<file path="config.mk">
export PLATFORM = sky130hd
export DESIGN_NAME = exception_unit
export DESIGN_NICKNAME = d
export VERILOG_FILES = /design/src/rtl/exception_pkg.sv /design/src/rtl/irq_sync.sv /design/src/rtl/exception_unit.sv
export SDC_FILE = /design/constraint.sdc
export NUM_CORES = 1
export LEC_CHECK = 0
export BUFFER_PORTS_ARGS = -buffer_cell sky130_fd_sc_hd__buf_2
export CAP_MARGIN = 5
export CORE_ASPECT_RATIO = 2
export CORE_MARGIN = 4
export CORE_UTILIZATION = 30
export CTS_CLUSTER_SIZE = 25
export DETAILED_ROUTE_END_ITERATION = 12
export PLACE_DENSITY = 0.59
export SLEW_MARGIN = 20
export SYNTH_ARGS = -nofsm -noshare
export SYNTH_HDL_FRONTEND = slang
export SYNTH_SLANG_ARGS = --single-unit
</file>
<file path="constraint.sdc">
create_clock -name clk -period 2.6 [get_ports clk]
set_input_delay 0.13 -clock clk [delete_from_list [all_inputs] [get_ports clk]]
set_output_delay 0.13 -clock clk [all_outputs]
set_load 0.02 [all_outputs]
</file>
<file path="src/rtl/exception_pkg.sv">
// Shared definitions for the commit-stage exception arbiter: ExcCode values,
// arbiter state encoding and the exception_info record handed to cp0.
package exception_pkg;

    localparam logic [4:0] CODE_INT  = 5'd0;
    localparam logic [4:0] CODE_ADEL = 5'd4;
    localparam logic [4:0] CODE_ADES = 5'd5;
    localparam logic [4:0] CODE_SYS  = 5'd8;
    localparam logic [4:0] CODE_BP   = 5'd9;
    localparam logic [4:0] CODE_RI   = 5'd10;
    localparam logic [4:0] CODE_OV   = 5'd12;

    typedef enum logic [1:0] {
        IDLE   = 2'd0,
        REPORT = 2'd1,
        BLOCK  = 2'd2
    } exc_state_t;

    // Layout matches the exception_info bundle cp0 consumes.
    typedef struct packed {
        logic        valid;
        logic [4:0]  code;
        logic [31:0] pc;
        logic        in_delay_slot;
        logic [31:0] badvaddr;
        logic [31:0] location;
    } exception_t;

endpackage

</file>
<file path="src/rtl/irq_sync.sv">
// Two-flop synchroniser for asynchronous interrupt lines.
module irq_sync #(
    parameter int WIDTH = 6
) (
    input  logic             clk,
    input  logic             resetn,
    input  logic [WIDTH-1:0] d,
    output logic [WIDTH-1:0] q
);

    logic [WIDTH-1:0] meta;

    // First stage may go metastable; second stage gives a clean level.
    always_ff @(posedge clk or negedge resetn) begin
        if (!resetn) begin
            meta <= '0;
            q    <= '0;
        end else begin
            meta <= d;
            q    <= meta;
        end
    end

endmodule

</file>
<file path="src/rtl/exception_unit.sv">
// Commit-stage exception arbiter: qualifies interrupts, picks one exception
// by fixed priority, reports it to cp0 one cycle later and then flushes the
// wrong path until fetch confirms it has redirected.
//
// Handshake: the commit stage offers an instruction with inst_valid; it is
// consumed (accept) only in a cycle where stall=0 and the arbiter is IDLE.
// There is no back-pressure towards the stage beyond that: an instruction
// offered while REPORT/BLOCK is simply discarded (it is wrong-path).
module exception_unit
    import exception_pkg::*;
#(
    parameter logic [31:0] EXC_VECTOR = 32'hBFC0_0380,
    parameter int          N_EXT_INT  = 6
) (
    input  logic                 clk,
    input  logic                 resetn,
    input  logic [N_EXT_INT-1:0] ext_int,
    input  logic                 inst_valid,
    input  logic                 stall,
    input  logic [31:0]          inst_pc,
    input  logic                 in_delay_slot,
    input  logic                 exc_if_adel,
    input  logic                 exc_ri,
    input  logic                 exc_ov,
    input  logic                 exc_sys,
    input  logic                 exc_bp,
    input  logic                 exc_mem_adel,
    input  logic                 exc_mem_ades,
    input  logic [31:0]          mem_addr,
    input  logic                 is_eret_in,
    input  logic                 status_ie,
    input  logic                 status_exl,
    input  logic [7:0]           status_im,
    input  logic [1:0]           cause_ip_sw,
    input  logic                 timer_interrupt,
    input  logic                 fetch_redirected,
    output logic                 kill,
    output logic                 exc_valid,
    output logic [4:0]           exc_code,
    output logic [31:0]          exc_pc,
    output logic                 exc_in_delay_slot,
    output logic [31:0]          exc_badvaddr,
    output logic [31:0]          exc_location,
    output logic                 is_eret,
    output logic                 flush,
    output logic [1:0]           dbg_state
);

    exc_state_t           state;
    exception_t           info;
    logic                 eret_q;
    logic [N_EXT_INT-1:0] ext_s;
    logic [7:0]           ip;
    logic                 int_req;
    logic                 accept;
    logic                 exc_any;
    logic [4:0]           sel_code;
    logic [31:0]          sel_bad;
    logic                 sel_is_addr;

    irq_sync #(.WIDTH(N_EXT_INT)) u_irq_sync (
        .clk    (clk),
        .resetn (resetn),
        .d      (ext_int),
        .q      (ext_s)
    );

    // Timer shares the HW5 line, as on MIPS32 with IntCtl.IPTI = 7.
    assign ip      = {ext_s[5] | timer_interrupt, ext_s[4:0], cause_ip_sw};
    assign int_req = status_ie & ~status_exl & (|(ip & status_im));
    assign accept  = inst_valid & ~stall & (state == IDLE);

    // Fixed-priority pick; an interrupt rides on the accepted instruction.
    always_comb begin
        exc_any     = 1'b1;
        sel_code    = CODE_INT;
        sel_bad     = 32'h0;
        sel_is_addr = 1'b0;
        if (int_req) begin
            sel_code = CODE_INT;
        end else if (exc_if_adel) begin
            sel_code    = CODE_ADEL;
            sel_bad     = inst_pc;
            sel_is_addr = 1'b1;
        end else if (exc_ri) begin
            sel_code = CODE_RI;
        end else if (exc_ov) begin
            sel_code = CODE_OV;
        end else if (exc_sys) begin
            sel_code = CODE_SYS;
        end else if (exc_bp) begin
            sel_code = CODE_BP;
        end else if (exc_mem_adel) begin
            sel_code    = CODE_ADEL;
            sel_bad     = mem_addr;
            sel_is_addr = 1'b1;
        end else if (exc_mem_ades) begin
            sel_code    = CODE_ADES;
            sel_bad     = mem_addr;
            sel_is_addr = 1'b1;
        end else begin
            exc_any = 1'b0;
        end
    end

    // ERET is allowed to commit; anything that raises an exception is not.
    assign kill = accept & exc_any;

    // Report register: valid/eret pulse each accept, fields hold otherwise.
    always_ff @(posedge clk or negedge resetn) begin
        if (!resetn) begin
            info   <= '0;
            eret_q <= 1'b0;
        end else begin
            info.valid <= accept & exc_any;
            eret_q     <= accept & is_eret_in & ~exc_any;
            if (accept & exc_any) begin
                info.code          <= sel_code;
                info.pc            <= inst_pc;
                info.in_delay_slot <= in_delay_slot;
                info.location      <= EXC_VECTOR;
                if (sel_is_addr) begin
                    info.badvaddr <= sel_bad;
                end
            end
        end
    end

    // Redirect tracking: a redirect seen while reporting skips BLOCK.
    always_ff @(posedge clk or negedge resetn) begin
        if (!resetn) begin
            state <= IDLE;
        end else begin
            case (state)
                IDLE:    if (accept & (exc_any | is_eret_in)) state <= REPORT;
                REPORT:  state <= fetch_redirected ? IDLE : BLOCK;
                BLOCK:   if (fetch_redirected) state <= IDLE;
                default: state <= IDLE;
            endcase
        end
    end

    assign exc_valid         = info.valid;
    assign exc_code          = info.code;
    assign exc_pc            = info.pc;
    assign exc_in_delay_slot = info.in_delay_slot;
    assign exc_badvaddr      = info.badvaddr;
    assign exc_location      = info.location;
    assign is_eret           = eret_q;
    assign flush             = (state == REPORT) | (state == BLOCK);
    assign dbg_state         = state;

endmodule
</file>
==> key figures <==
Detailed routing
  • Remaining antenna violation count: 0
  • Via count: about 2900
  • Post-route DRC violation count: 0
  • Violation count after the first detailed-routing iteration: 58
  • Detail-routed net length per standard cell: 17.0 um
  • DR vias/cell: about 4.7
  • Count of TritonRoute iterations in the first routing pass: 4
  • Final wirelength: around 11000 um

Synth
  • EDFF count, synth: 0
  • Cell types occupying the most area after synthesis: dfrtp_1 (55%), mux2_2 (17%), a22o_1 (7.2%)
  • Number of warnings issued by yosys: 0
  • Post-synthesis register bit count: between 80 and 90
  • Most frequent cells after synthesis: dfrtp_1 (86), mux2_2 (59), buf_4 (34)
  • Proportion of synthesized chip area in sequential cells: between 50 and 60%
  • Synth Cell Area: 0.00390 mm2
  • Synth top area share: 55.2%
  • Post-synthesis average cell area: 13.6 um2
  • Library cell occupying the most area in the post-synthesis netlist: dfrtp_1
  • Share of synthesized registers carrying an async set or reset: 100%
  • Most repeated cell in the gate-level netlist after synthesis: dfrtp_1
  • Post-synth top flop: dfrtp_1
  • Distinct cell type count after synthesis: 39
  • Synthesized instance count: about 290

Hold path
  • Kind of path behind the tightest hold check: input pin to flop
  • Origin of the worst min-delay path: inst_pc[30]

STA
  • Relative slew margins: 63.0%
  • Final hold violations: 0
  • Transition time at the pin with the least slew margin: ~560 ps
  • Clock skew: ~7.5 ps
  • Min Clock Period, post-route: between 2000 and 2500 ps
  • Highest clock frequency the design can meet: about 0.45 GHz
  • Final count of pins violating max slew: 0
  • Unrepaired setup endpoints after global routing: no
  • Final setup violating endpoints: 0
  • Aggregate negative setup slack: 0 ps
  • Part of the cycle the worst path needs: 85.5%

GRT
  • Gr ovfl total: 0
  • Global-route wire length before repair: between 15000 and 20000 um
  • GRT Util Overall: about 14%
  • Pin count of the biggest net entering global routing: 48
  • Initial antenna violation count: 1
  • Via count of the first global-routing pass: 3078

Floorplanning
  • # rows: between 50 and 60
  • Effective utilization at floorplan: 30.9%
  • Die footprint: between 0.01 and 0.015 mm2
  • Core outline area: approximately 0.013 mm2
  • Number of ports placed on the die boundary: 205
  • Chip Height: ~170 um
  • Width of the die: about 89 um

Layout
  • Multi-input gate area in the final layout: between 0.001 and 0.0015 mm2
  • Post-layout util: between 40% and 50%
  • Growth of design area from synthesis to finish: 34.0%
  • Final #Nets: 568
  • Share of layout cells above drive strength 1: 58.3%
  • Diodes inserted: 0
  • Storage element area: roughly 0.0022 mm2
  • Number of filler instances in the final layout: approximately 1200

CTS
  • Reg clk slew, reported paths: 60 ps
  • Number of buffers between clock root and the deepest sink: 2
  • Worst-Skew Late Latency: approximately 330 ps
  • Buffers inserted by post-CTS timing repair: 0
  • Number of clock sinks seen by CTS: 86
  • Num CTS Buffers: 9
  • # H-tree levels: 3
  • Root Buffer: clkbuf_16
  • TritonCTS clock tree: yes
  • Number of gates resized after CTS: 0

Critical path
  • Critical path startpoint: dbg_state[1]$_DFFE_PN0P_
  • Setup crit end kind: primary output
  • Kind of start point of the critical path: flop
  • Crit path max fanout: 16
  • Data required time at the worst endpoint: between 2000 and 2500 ps
  • Arrival time at the worst endpoint: around 2100 ps
  • Start-to-end type of the worst setup path: flop to primary output
  • Worst R2R Start: u_irq_sync.q[0]$_DFF_PN0_

Place
  • Number of port buffers: about 180
  • Routability congestion estimate: 0.805
  • Half-perimeter wire length after placement: roughly 8200 um

Power
  • Maximum VDD drop: between 0.5 and 0.6 mV
  • Power per cell area: ~1100 mW/mm2
  • Static leakage: 2.69 nW

Status
  • Status: completed

Flow run
  • Number of maximum-capacitance constraint violations: 0
-- state kept, by name (all words and copies together) (netlist names) --
name	count
exc_location	1
u_irq_sync.meta	6
dbg_state	2
exc_pc	32
exc_badvaddr	32
exc_code	4
u_irq_sync.q	6
is_eret	1
exc_in_delay_slot	1
exc_valid	1
-- cell usage in the layout (no fill, tap or decap), types with 2 or more instances in the layout --
cell           instances
buf_2                182
dfrtp_1               86
mux2_2                59
a22o_1                32
conb_1                21
clkbuf_16              9
buf_4                  8
dlygate4sd3_1          7
mux2_1                 6
o21ai_0                5
nor2_1                 5
inv_1                  4
nor2b_1                3
nor4_1                 3
nand2_1                3
ha_1                   3
bufinv_16              3
a22oi_1                2
and3_1                 2
a21oi_1                2
mux2_4                 2
a21o_1                 2
nor3_1                 2
clkinv_4               2
-- metrics by stage --
stage | total power, W | hold slack [ps] | area (um2) | std cells | setup WS (ps)
6_report | 0.00585 | 24.4 | 5220 | 622 | 377
5_1_grt | 0.00619 | 12.8 | 5220 | 622 | 207
4_1_cts | 0.00596 | 9.84 | 5220 | 622 | 356
3_5_place_dp | 0.00442 | 150 | 4810 | 600 | 406
3_3_place_gp | 0.00436 | 136 | 4810 | 600 | 426
2_1_floorplan | 0.00357 | -166 | 3970 | 306 | 610
-- routing by layer --
metal | vias up | track usage (%) | part of all wire [%]
met5 | - | 0 | 0.17
met4 | 2 | 6.64 | 3.1
li1 | 1335 | - | -
met3 | 18 | 3.26 | 6.4
met1 | 1435 | 13.9 | 32
met2 | 115 | 27.3 | 59
-- worst max-delay path: stages, from the launching register on --
cell and delay [ps]:
dfrtp_1 420, inv_1 100, ha_1 260, nand2_1 80, nor2_1 120, or2b_2 310, buf_4 210, inv_1 90
buf_2 160
-- cells by family (layout without fill, tap and decap cells) --
family                   after synthesis  after routing  share of synthesized area (%)
other                                  1             21                         0.0962
buffers and inverters                 51            217                           9.41
flip-flops                            86             86                           55.2
AND/OR/NAND/NOR                       29             29                           4.53
adder cells (fa/ha/maj)                3              3                          0.963
multiplexers                          67             67                           19.6
AO/OA/AOI/OAI                         49             49                           10.2
-- power by group --
part	switching (W)	internal [W]
logic	0.00131	0.000913
registers	0.000271	0.00187
clock network	0.000525	0.000963
-- cell type report --
type	instances	share of cell area (%)
Inverter	4	0.287
Clock inverter	5	2.06
Clock buffer	10	4.57
Sequential cell	86	41.2
Multi-Input combinational cell	169	28.0
Timing Repair Buffer	198	20.3
Tap cell	150	3.59
-- what timing repair did --
item | CTS | global route
endpoints found under the setup margin | 0 | 0
hold buffers | 7 | 0
endpoints found under the hold margin | 45 | 0
-- path summary, 6_finish.rpt --
check / endpoint / slack, ps / cells past startpoint
max: kill / 380 / 8
min: exc_pc[30]$_DFFE_PN0P_ / 20 / 2
max reg2reg: exc_badvaddr[23]$_DFFE_PN0P_ / 430 / 6
min reg2reg: u_irq_sync.q[4]$_DFF_PN0_ / 350 / 0
max in group asynchronous: exc_badvaddr[17]$_DFFE_PN0P_ / 1610 / 3
min in group asynchronous: u_irq_sync.q[3]$_DFF_PN0_ / 320 / 2
Power figures use the tool's default switching activity.
